===== src/rtl/acc_seq_pkg.sv =====
// Shared types and default sizing for the frame accumulator sequencer.
package acc_seq_pkg;

  localparam int ACC_SEQ_DW_DEF      = 8;
  localparam int ACC_SEQ_MAX_LEN_DEF = 256;

  typedef enum logic [1:0] {
    IDLE,
    ACCUM,
    HOLD
  } acc_seq_state_e;

endpackage : acc_seq_pkg


===== src/rtl/acc_core.sv =====
// Running-sum register with synchronous clear and enable; clear wins over enable.
module acc_core #(
  parameter int DW = 8,
  parameter int OW = 16
) (
  input  logic          clk,
  input  logic          rst,
  input  logic          clr,
  input  logic          en,
  input  logic [DW-1:0] d,
  output logic [OW-1:0] sum
);

  // Accumulate zero-extended samples; clear restarts the sum for a new frame.
  always_ff @(posedge clk) begin
    // NOTE: sequential state uses non-blocking assignments so every register samples pre-edge values.
    if (rst) begin
      sum <= '0;
    end else if (clr) begin
      sum <= '0;
    end else if (en) begin
      sum <= sum + OW'(d);
    end
  end

endmodule : acc_core


===== src/rtl/acc_frame_sequencer.sv =====
// Accepts a configured number of samples, sums them in acc_core and offers the
// frame total on a valid/ready output. A new frame may start on the same cycle
// the previous result is taken, so frames can run back-to-back.
module acc_frame_sequencer
  import acc_seq_pkg::*;
#(
  parameter  int DW      = ACC_SEQ_DW_DEF,
  parameter  int MAX_LEN = ACC_SEQ_MAX_LEN_DEF,
  localparam int LW      = $clog2(MAX_LEN + 1),
  localparam int OW      = DW + $clog2(MAX_LEN)
) (
  input  logic          clk,
  input  logic          rst,
  input  logic [LW-1:0] cfg_len,
  input  logic          start,
  input  logic          abort,
  output logic          busy,
  output logic          err,
  input  logic          s_valid,
  output logic          s_ready,
  input  logic [DW-1:0] s_data,
  output logic          m_valid,
  input  logic          m_ready,
  output logic [OW-1:0] m_data,
  output logic [LW-1:0] m_len
);

  localparam logic [LW-1:0] MAX_LEN_L = LW'(MAX_LEN);

  acc_seq_state_e state_q;
  acc_seq_state_e state_d;

  logic [LW-1:0] len_q;
  logic [LW-1:0] count_q;
  logic [OW-1:0] core_sum;

  logic cfg_ok;
  logic core_clr;
  logic core_en;
  logic err_set;
  logic last_beat;

  // A length is usable only if it is non-zero and fits the frame budget.
  assign cfg_ok    = (cfg_len != '0) && (cfg_len <= MAX_LEN_L);
  assign last_beat = core_en && (count_q == len_q - LW'(1));

  acc_core #(
    .DW (DW),
    .OW (OW)
  ) u_core (
    .clk (clk),
    .rst (rst),
    .clr (core_clr),
    .en  (core_en),
    .d   (s_data),
    .sum (core_sum)
  );

  // State register.
  always_ff @(posedge clk) begin
    if (rst) begin
      state_q <= IDLE;
    end else begin
      state_q <= state_d;
    end
  end

  // Next-state: abort beats completion in ACCUM; HOLD leaves only on handshake.
  always_comb begin
    state_d = state_q;
    case (state_q)
      IDLE: begin
        if (start && cfg_ok) state_d = ACCUM;
      end
      ACCUM: begin
        if (abort)          state_d = IDLE;
        else if (last_beat) state_d = HOLD;
      end
      HOLD: begin
        if (m_ready) state_d = (start && cfg_ok) ? ACCUM : IDLE;
      end
      default: state_d = IDLE;
    endcase
  end

  // Per-state handshake outputs and accumulator control.
  always_comb begin
    // NOTE: every signal gets a default before the case so no latch is inferred.
    busy     = 1'b0;
    s_ready  = 1'b0;
    m_valid  = 1'b0;
    core_clr = 1'b0;
    core_en  = 1'b0;
    err_set  = 1'b0;
    case (state_q)
      IDLE: begin
        core_clr = start && cfg_ok;
        err_set  = start && !cfg_ok;
      end
      ACCUM: begin
        busy    = 1'b1;
        s_ready = 1'b1;
        core_en = s_valid && !abort;
      end
      HOLD: begin
        busy     = 1'b1;
        m_valid  = 1'b1;
        core_clr = m_ready && start && cfg_ok;
        err_set  = m_ready && start && !cfg_ok;
      end
      default: ;
    endcase
  end

  // Frame length/count tracking, error pulse and captured result.
  always_ff @(posedge clk) begin
    if (rst) begin
      len_q   <= '0;
      count_q <= '0;
      err     <= 1'b0;
      m_data  <= '0;
      m_len   <= '0;
    end else begin
      err <= err_set;
      if (core_clr) begin
        len_q   <= cfg_len;
        count_q <= '0;
      end else if (core_en) begin
        count_q <= count_q + LW'(1);
      end
      // The core only holds the pre-beat sum here, so fold in the final sample.
      if (last_beat) begin
        m_data <= core_sum + OW'(s_data);
        m_len  <= len_q;
      end
    end
  end

endmodule : acc_frame_sequencer


===== config.mk =====
export PLATFORM = sky130hd
export DESIGN_NAME = acc_frame_sequencer
export DESIGN_NICKNAME = d
export VERILOG_FILES = /design/src/rtl/acc_seq_pkg.sv /design/src/rtl/acc_core.sv /design/src/rtl/acc_frame_sequencer.sv
export SDC_FILE = /design/constraint.sdc
export NUM_CORES = 1
export LEC_CHECK = 0
export CAP_MARGIN = 10
export CORE_MARGIN = 3
export CORE_UTILIZATION = 55
export CTS_BUF_LIST = sky130_fd_sc_hd__clkbuf_4 sky130_fd_sc_hd__clkbuf_8
export CTS_CLUSTER_SIZE = 20
export DETAILED_ROUTE_END_ITERATION = 7
export PLACE_DENSITY = 0.89
export RECOVER_POWER = 50
export SETUP_SLACK_MARGIN = 0.3
export SYNTH_ARGS = -nofsm -noshare
export SYNTH_HDL_FRONTEND = slang
export SYNTH_HIERARCHICAL = 1
export SYNTH_SLANG_ARGS = --single-unit

===== constraint.sdc =====
create_clock -name clk -period 3 [get_ports clk]
set_input_delay 0.6 -clock clk [delete_from_list [all_inputs] [get_ports clk]]
set_output_delay 0.6 -clock clk [all_outputs]
set_load 0.02 [all_outputs]

==> impl_metrics.tcl, run 1 <==
set metrics [dict create \
    cap_viol_max_count 0 \
    finalHoldViolCount 0 \
    clk_pin_slew_worst_paths_ns 0.07 \
    htreeDepth 3 \
    post-dp-hpwl_um 6010 \
    clock_latency_ns 0.35 \
    yosys_warnings 6 \
    tightest_slew_ns 0.525 \
    antenna_cells 0 \
    cp-end-kind "flip-flop" \
    antenna_left 0 \
    synth_mux_area_frac 0.0992 \
    cts-root-buf "clkbuf_8" \
    synth_top_family_by_area "simple AND/OR/NAND/NOR gates" \
    clock_skew_ns 0.00886 \
    place_congestion 0.929 \
    avgSynthCellArea_um2 8.87 \
    drt-vias-per-instance 5.96 \
    final_core_util 0.707 \
    critPathSlowestCell "dfxtp_1" \
    fin_area_um2 4520 \
    clockBufferDepth 2 \
    rsz0062_at_grt "yes" \
    r2r_end "m_data[12]" \
    crit_fanout 8 \
    synth-simple-area-share 0.216 \
    cts_buffers 9 \
    wl_met2_um 4400 \
    top_layer "met4" \
    path_buf_inv 3 \
    wl_met3_um 538 \
    grt_pass1_wl_um 14700 \
    syn2layout_area_growth_pct 23.9 \
    cts_tree "done" \
    ys_ff_latch 62 \
    io_pins 52 \
    finalMaxSlewViolations 0 \
    core_area_um2 6390 \
    rows 29 \
    r2r_cells 11 \
    post-route-period-util 0.894 \
    period_minus_slack_ns 2.68 \
    wl_per_cell_um 16.2 \
    p_leak_nw 1.79 \
    synth-seq-area-share 0.340 \
    rr_startpoint "len_q[0]" \
    die_h_um 87.4 \
    syn-cell-area_um2 3650 \
    relSlewSlack 0.647 \
    initial_utilization 0.571 \
    critPathLaunchType "flip-flop" \
    min_to "m_data[2]" \
    cp_data_required_time_ns 3.25 \
    io_buffers 51 \
    arrival_ns 2.94 \
    cts_hold_buf 0 \
    synth_cell_types 57 \
    preCtsSetupSlack_ns -0.0947 \
    synthesis.nets 458 \
    num_vias 3271 \
    synth-compound-area-share 0.136 \
    r2r_setup_slack_ns 0.32 \
    synth-main-ff-cell "dfxtp_1" \
    overflow 0 \
    cpPeakStageDelay_ns 0.50 \
    drtPass1Iterations 5 \
    grt_util_all_layers 0.243 \
    power_density_nw_per_um2 455 \
    routed_wl_um 8910 \
    synth_edf_count 0 \
    synth_fa_ha_area_frac 0.0865 \
    path_cells "inv_1 -> ha_1 -> nor2b_1 -> xnor2_1 -> o41ai_2 -> nand4_1 -> a211oi_4 -> buf_6 -> buf_4 -> nor2_1 -> a211oi_1" \
    irDropWorstVdd_uv 348 \
    design_power_total_mw 2.06 \
    synth-async-reset-ratio 0 \
    hold_path_class "reg -> reg" \
    worstHoldStart "m_data[2]" \
    crit_type "reg -> reg" \
    outcome "completed" \
    final_nets 514 \
    drt_iter0_markers 250 \
    clock.fmax_mhz 373 \
    dieArea_um2 7640 \
    grt_pass1_vias 3133 \
    chipWidth_um 87.4 \
    cts_sinks 62 \
    synth_xor_area_frac 0.0841 \
    layout-drive-gt1-share 0.110 \
    placed_cell_area_um2 4220 \
    grt_start_max_net_pins 46 \
    wl_met1_um 3760 \
    path_delay_family "compound AO/OA/AOI/OAI gates" \
    worst_slack_ns 0.317 \
    finalSetupViolations 0 \
    hold_depth 2 \
    remaining_drc_errors 0 \
    tns_ns 0 \
    synthCells 411 \
    cp.depth 11 \
    antenna_found_initial 0 \
]
[how the worst max path moves through the flow]
stage,start,to,slack (ns)
after floorplan,cfg_len[0],u_core/sum[14],0.38
after global placement,s_data[0],m_data[10],0.02
after detailed placement,s_data[0],m_data[10],-0.09
after CTS,cfg_len[5],u_core/sum[14],0.30
after global routing,len_q[0],m_len[6],0.12
final,len_q[0],m_data[12],0.32
[layout by cell type, fill, tap and decap left out, drive strengths merged, types with 17 or more instances in the layout]
| master | instances |
|---|---|
| a21oi | 17 |
| xnor2 | 21 |
| clkdlybuf4s50 | 20 |
| nor2 | 60 |
| dfxtp | 62 |
| ha | 22 |
| nand2 | 17 |
| mux2i | 35 |
| dlygate4sd3 | 30 |
[cells by family after synthesis]
family          after synthesis
buf+inv                      31
simple gates                155
compound gates               68
xor+xnor                     35
mux                          36
fa+ha+maj                    24
flops                        62
[cells in the mapped netlist, types with 2 or more instances]
| cell | instances | area (um2) |
|---|---|---|
| o41ai_1 | 2 | 17.5 |
| or3_1 | 12 | 75.1 |
| nor2_1 | 60 | 225 |
| a21o_1 | 4 | 30.0 |
| o21ai_0 | 13 | 65.1 |
| a21oi_1 | 16 | 80.1 |
| buf_6 | 2 | 22.5 |
| nand3b_1 | 7 | 52.6 |
| buf_4 | 2 | 15.0 |
| and3_1 | 8 | 50.1 |
| nand2b_1 | 3 | 18.8 |
| and4_1 | 2 | 17.5 |
| nand2_1 | 16 | 60.1 |
| o211ai_1 | 3 | 22.5 |
| a211oi_1 | 6 | 45.0 |
| mux2i_1 | 35 | 350 |
| a311oi_1 | 3 | 26.3 |
| fa_1 | 2 | 40.0 |
| or2_2 | 3 | 18.8 |
| nor3_1 | 8 | 40.0 |
| o31a_1 | 2 | 17.5 |
| xor2_1 | 14 | 123 |
| nor2b_1 | 5 | 31.3 |
| inv_1 | 11 | 41.3 |
| dfxtp_1 | 62 | 1240 |
| nand3_1 | 12 | 60.1 |
| a31oi_1 | 3 | 18.8 |
| buf_2 | 2 | 10.0 |
| xnor2_1 | 21 | 184 |
| nand4_1 | 9 | 56.3 |
| nor4_1 | 3 | 18.8 |
| ha_1 | 22 | 275 |
| o21a_1 | 2 | 15.0 |
| clkbuf_1 | 13 | 48.8 |
[flip-flops by register name, indices dropped and copies added, names as in the netlist]
register / cells
state_q: 2
m_len: 9
len_q: 9
m_data: 16
u_core/sum: 16
count_q: 9
err: 1
[worst reg2reg max path, delay by kind of cell, from the launching register on]
kind | cells | cell delay (ns)
buffers and inverters | 3 | 0.41
DFF | 1 | 0.50
and+or+nand+nor | 3 | 0.44
AOI/OAI and AO/OA | 3 | 0.83
xor gates and xnor gates | 1 | 0.16
adders and majority gates | 1 | 0.26
[metal layers]
metal | vias to the layer above | track usage
met1 | 1556 | 0.301
met3 | 20 | 0.0520
met2 | 115 | 0.401
met5 | - | 0
met4 | 0 | 0.109
li1 | 1580 | -
[where the power goes]
part           switching (mW)  internal, mW
registers              0.0257         0.842
logic                   0.196         0.161
clock network           0.326         0.507
total                   0.547          1.51
[layout make-up]
type                       count  area, um2
tap                           77       96.3
sequential                    62       1240
multi-input combinational    318       2290
timing repair buffer          65        627
clock inverter                 4       70.1
clock buffer                  12        153
inverter                      11       41.3
fill                         461       1870
[metrics by stage]
step | cells | hold WS (ns)
detailed placement | 528 | 0.485
global placement | 528 | 0.466
global route | 549 | 0.518
finish | 549 | 0.488
CTS | 545 | 0.500
floorplan | 411 | 0.449
[what timing repair did]
action / in CTS / in global routing
gates resized for setup: 1 / 14
buffers inserted: 1 / 3
pin swaps: 2 / 6
setup endpoints to repair: 1 / 36
gates cloned: 0 / 1
(Power assumes the default switching activity.)
==> run 2: changes to the inputs <==
HOLD_SLACK_MARGIN = 0.05   (was unset)
SLEW_MARGIN = 20   (was unset)
TNS_END_PERCENT = 5   (was unset)
==> impl_metrics.tcl, run 2 (synthesis results as in run 1) <==
set metrics [dict create \
    clk_pin_slew_worst_paths_ns 0.07 \
    io_pins 52 \
    dp_cells 528 \
    place_congestion 0.929 \
    r2r_cells 10 \
    layout-drive-gt1-share 0.0897 \
    grt_pass1_vias 3133 \
    final_common_cell "dfxtp_1" \
    fill_cells 474 \
    seqPwrFrac 0.422 \
    cts_tree "done" \
    die_h_um 87.4 \
    clock_skew_ns 0.00768 \
    antenna_left 0 \
    tns_ns 0 \
    num_vias 3232 \
    relSlewSlack 0.639 \
    cp_data_required_time_ns 3.26 \
    remaining_drc_errors 0 \
    post-dp-hpwl_um 6010 \
    cap_viol_max_count 0 \
    drt-vias-per-instance 5.93 \
    hold_depth 2 \
    antenna_cells 0 \
    p_sw_frac 0.266 \
    intPower_mw 1.51 \
    clock.fmax_mhz 370 \
    overflow 0 \
    final_nets 510 \
    preCtsSetupSlack_ns -0.0947 \
    dieArea_um2 7640 \
    finalMaxSlewViolations 0 \
    finalHoldViolCount 0 \
    worst_slack_ns 0.297 \
    routed_wl_um 8790 \
    grt_util_all_layers 0.243 \
    r2r_setup_slack_ns 0.30 \
    irDropWorstVdd_uv 349 \
    drtPass1Iterations 5 \
    cts-root-buf "clkbuf_8" \
    outcome "completed" \
    finalSetupViolations 0 \
    post-route-period-util 0.901 \
    hold_path_class "reg -> reg" \
    clock_latency_ns 0.35 \
    p_leak_nw 1.75 \
    cts_buffers 9 \
    crit_fanout 8 \
    multiInputGateArea_um2 2270 \
    pwr-share-comb 0.171 \
    htreeDepth 3 \
    tightest_slew_ns 0.537 \
    initial_utilization 0.571 \
    crit_type "in -> reg" \
    cts_sinks 62 \
    grt_start_max_net_pins 46 \
    top_regs "m_data (16), u_core/sum (16)" \
    power_density_nw_per_um2 461 \
    io_buffers 51 \
    core_area_um2 6390 \
    hold-worst-slack_ns 0.487 \
    chipWidth_um 87.4 \
    arrival_ns 2.96 \
    critPathLaunchType "primary input" \
    rsz0062_at_grt "yes" \
    cp-end-kind "flip-flop" \
    wl_per_cell_um 16.1 \
    rows 29 \
    switchingPower_mw 0.547 \
    grt_pass1_wl_um 14700 \
    drt_iter0_markers 281 \
    seq_area_um2 1240 \
    final_cell_mix "dfxtp_1, nor2_1, mux2i_1" \
    layout.cells.non_filler 545 \
    period_minus_slack_ns 2.70 \
    antenna_found_initial 0 \
    clockBufferDepth 2 \
    clkPwrFrac 0.406 \
    syn2layout_area_growth_pct 22.3 \
]
## run 2: cell count changes in the layout (fill, tap and decap cells not counted), moves of 2 or more
cell / delta
a21oi_1: +2
a21oi_2: -2
buf_4: -2
o21ai_0: +2
o21ai_1: -2
## run 2: critical path, cell delays in order
cell and delay [ns]:
clkdlybuf4s50_1 0.47, ha_1 0.32, a21o_1 0.19, a21oi_1 0.19, o21ai_0 0.18, a31o_2 0.29
a21oi_1 0.18, buf_4 0.17, o21ai_0 0.09, a311oi_2 0.28
## run 2: power groups by stage
stage / clock network (mW) / registers, mW / logic, mW
2_1_floorplan: 0 / 0.873 / 0.251
3_3_place_gp: 0 / 0.884 / 0.332
3_5_place_dp: 0 / 0.885 / 0.342
4_1_cts: 0.844 / 0.866 / 0.351
5_1_grt: 0.878 / 0.870 / 0.384
6_report: 0.835 / 0.867 / 0.352
## run 2: cell type report
cell class	instances	area share
clock buffers	12	0.0342
well taps	77	0.0216
clock inverters	4	0.0157
repair buffers	61	0.132
flip-flops and latches	62	0.278
multi-input cells	318	0.509
inverters	11	0.00926
## run 2: per-stage QoR
stage	util	area, um2	total power, mW
6_report	0.698	4460	2.05
5_1_grt	0.698	4460	2.13
4_1_cts	0.697	4450	2.06
3_5_place_dp	0.661	4220	1.23
3_3_place_gp	0.661	4220	1.22
2_1_floorplan	-	3650	1.12
## run 2: routing by layer
layer,up-vias,wire length (um),track usage
met5,-,0,0
met4,0,168,0.109
met3,16,506,0.0520
met2,116,4310,0.401
met1,1524,3800,0.301
li1,1576,-,-
## run 2: repair_timing
item / in CTS / in global routing
setup endpoints to repair: 1 / 36
hold buffers: 0 / 0
gates resized for setup: 1 / 2
pin swaps: 2 / 0
setup buffers: 1 / 0
## run 2: worst paths after layout
path | from | endpoint
setup / recovery | s_data[1] | m_data[13]
hold / removal | m_data[2] | m_data[2]
setup reg to reg | len_q[0] | state_q[0]
hold reg to reg | m_data[2] | m_data[2]
==> run 3: changes to the inputs <==
CAP_MARGIN = unset   (was 10)
CORE_MARGIN = 2   (was 3)
==> impl_metrics.tcl, run 3 (synthesis results as in run 1) <==
set metrics [dict create \
    wl_per_cell_um 15.8 \
    period_minus_slack_ns 2.67 \
    die_h_um 85.4 \
    routed_wl_um 8670 \
    cp_data_required_time_ns 3.21 \
    clock_latency_ns 0.34 \
    final_cell_mix "dfxtp_1, nor2_1, mux2i_1" \
    cts_tree "done" \
    clockBufferDepth 2 \
    worst_slack_ns 0.330 \
    layout-drive-gt1-share 0.110 \
    p_leak_nw 1.77 \
    crit_type "reg -> reg" \
    drt-vias-per-instance 5.94 \
    remaining_drc_errors 0 \
    arrival_ns 2.88 \
    fill_cells 457 \
    min_to "u_core/sum[15]" \
    r2r_cells 11 \
    irDropWorstVdd_uv 334 \
    cts_sinks 62 \
    power_density_nw_per_um2 440 \
    drtPass1Iterations 5 \
    grt_start_max_net_pins 46 \
    cap_viol_max_count 0 \
    r2r_setup_slack_ns 0.33 \
    post-dp-hpwl_um 6090 \
    clk_pin_slew_worst_paths_ns 0.07 \
    antenna_found_initial 0 \
    final_common_cell "dfxtp_1" \
    top_regs "m_data (16), u_core/sum (16)" \
    finalSetupViolations 0 \
    syn2layout_area_growth_pct 23.7 \
    crit_fanout 13 \
    drt_iter0_markers 199 \
    outcome "completed" \
    tightest_slew_ns 0.550 \
    relSlewSlack 0.630 \
    htreeDepth 3 \
    hold_path_class "reg -> reg" \
    fin_area_um2 4510 \
    overflow 0 \
    core_area_um2 6390 \
    rsz0062_at_grt "yes" \
    dieArea_um2 7300 \
    cts_buffers 9 \
    grt_pass1_wl_um 14200 \
    rr_startpoint "len_q[0]" \
    io_pins 52 \
    antenna_cells 0 \
    clock.fmax_mhz 375 \
    io_buffers 51 \
    placed_cell_area_um2 4240 \
    critPathLaunchType "flip-flop" \
    cts_hold_buf 0 \
    preCtsSetupSlack_ns -0.204 \
    num_vias 3259 \
    finalHoldViolCount 0 \
    initial_utilization 0.571 \
    chipWidth_um 85.4 \
    final_nets 514 \
    finalMaxSlewViolations 0 \
    clock_skew_ns 0.00764 \
    grt_pass1_vias 3149 \
    rows 29 \
    r2r_end "m_data[3]" \
    post-route-period-util 0.890 \
    cts-root-buf "clkbuf_8" \
    worstHoldStart "u_core/sum[15]" \
    grt_util_all_layers 0.242 \
    antenna_left 0 \
    cp-end-kind "flip-flop" \
    place_congestion 0.867 \
    hold_depth 2 \
]
[run 3: repair_timing]
| item | CTS | global route |
|---|---|---|
| setup endpoints to repair | 13 | 38 |
| gates resized for setup | 2 | 12 |
| setup buffers | 3 | 1 |
| pin swaps | 2 | 6 |
[run 3: worst max-delay path: stages, from the launching register on]
cell      delay (ns)
dfxtp_1         0.50
inv_1           0.08
ha_1            0.25
nor2b_1         0.16
o21ai_0         0.21
a31oi_1         0.12
a32o_1          0.32
a211oi_4        0.29
buf_4           0.19
buf_12          0.15
mux2i_1         0.22
nor2_1          0.05
[run 3: area by class of cell]
type | count | area [um2] | share of cell area
Clock buffer | 11 | 151 | 0.0336
Clock inverter | 5 | 57.6 | 0.0128
Inverter | 11 | 41.3 | 0.00915
Multi-Input combinational cell | 318 | 2290 | 0.508
Sequential cell | 62 | 1240 | 0.275
Tap cell | 77 | 96.3 | 0.0214
Timing Repair Buffer | 65 | 631 | 0.140
[run 3: power breakdown]
part           switching, mW  total, mW  leakage [nW]  internal [mW]
Sequential            0.0264      0.868         0.501          0.841
Clock                  0.339      0.766        0.0976          0.427
Combinational          0.192      0.353          1.17          0.161
Total                  0.557       1.99          1.77           1.43
[run 3: per-stage QoR]
stage	total power [mW]	util	std cells	hold WS (ns)	setup TNS [ns]
finish	1.99	0.706	549	0.488	0
global route	2.06	0.706	549	0.489	0
CTS	1.99	0.701	548	0.488	0
detailed placement	1.23	0.664	529	0.479	-0.808
global placement	1.21	0.664	529	0.463	-0.172
floorplan	1.12	-	411	0.449	0
[run 3: metal layers]
layer  share of wire  wire [um]  vias to the layer above  global-route usage
met3           0.042        361                       21              0.0467
met4           0.019        167                        0               0.123
met5               0          0                        -                   0
met2            0.50       4360                      107               0.416
li1                -          -                     1583                   -
met1            0.44       3790                     1548               0.285
[run 3: worst max-delay path by stage]
stage / start / end / slack [ns]
6_report: len_q[0] / m_data[3] / 0.33
5_1_grt: len_q[0] / m_len[6] / 0.14
4_1_cts: s_data[0] / m_data[12] / 0.24
3_5_place_dp: s_data[0] / m_data[12] / -0.20
3_3_place_gp: s_data[0] / m_data[10] / -0.06
2_1_floorplan: cfg_len[0] / u_core/sum[14] / 0.38
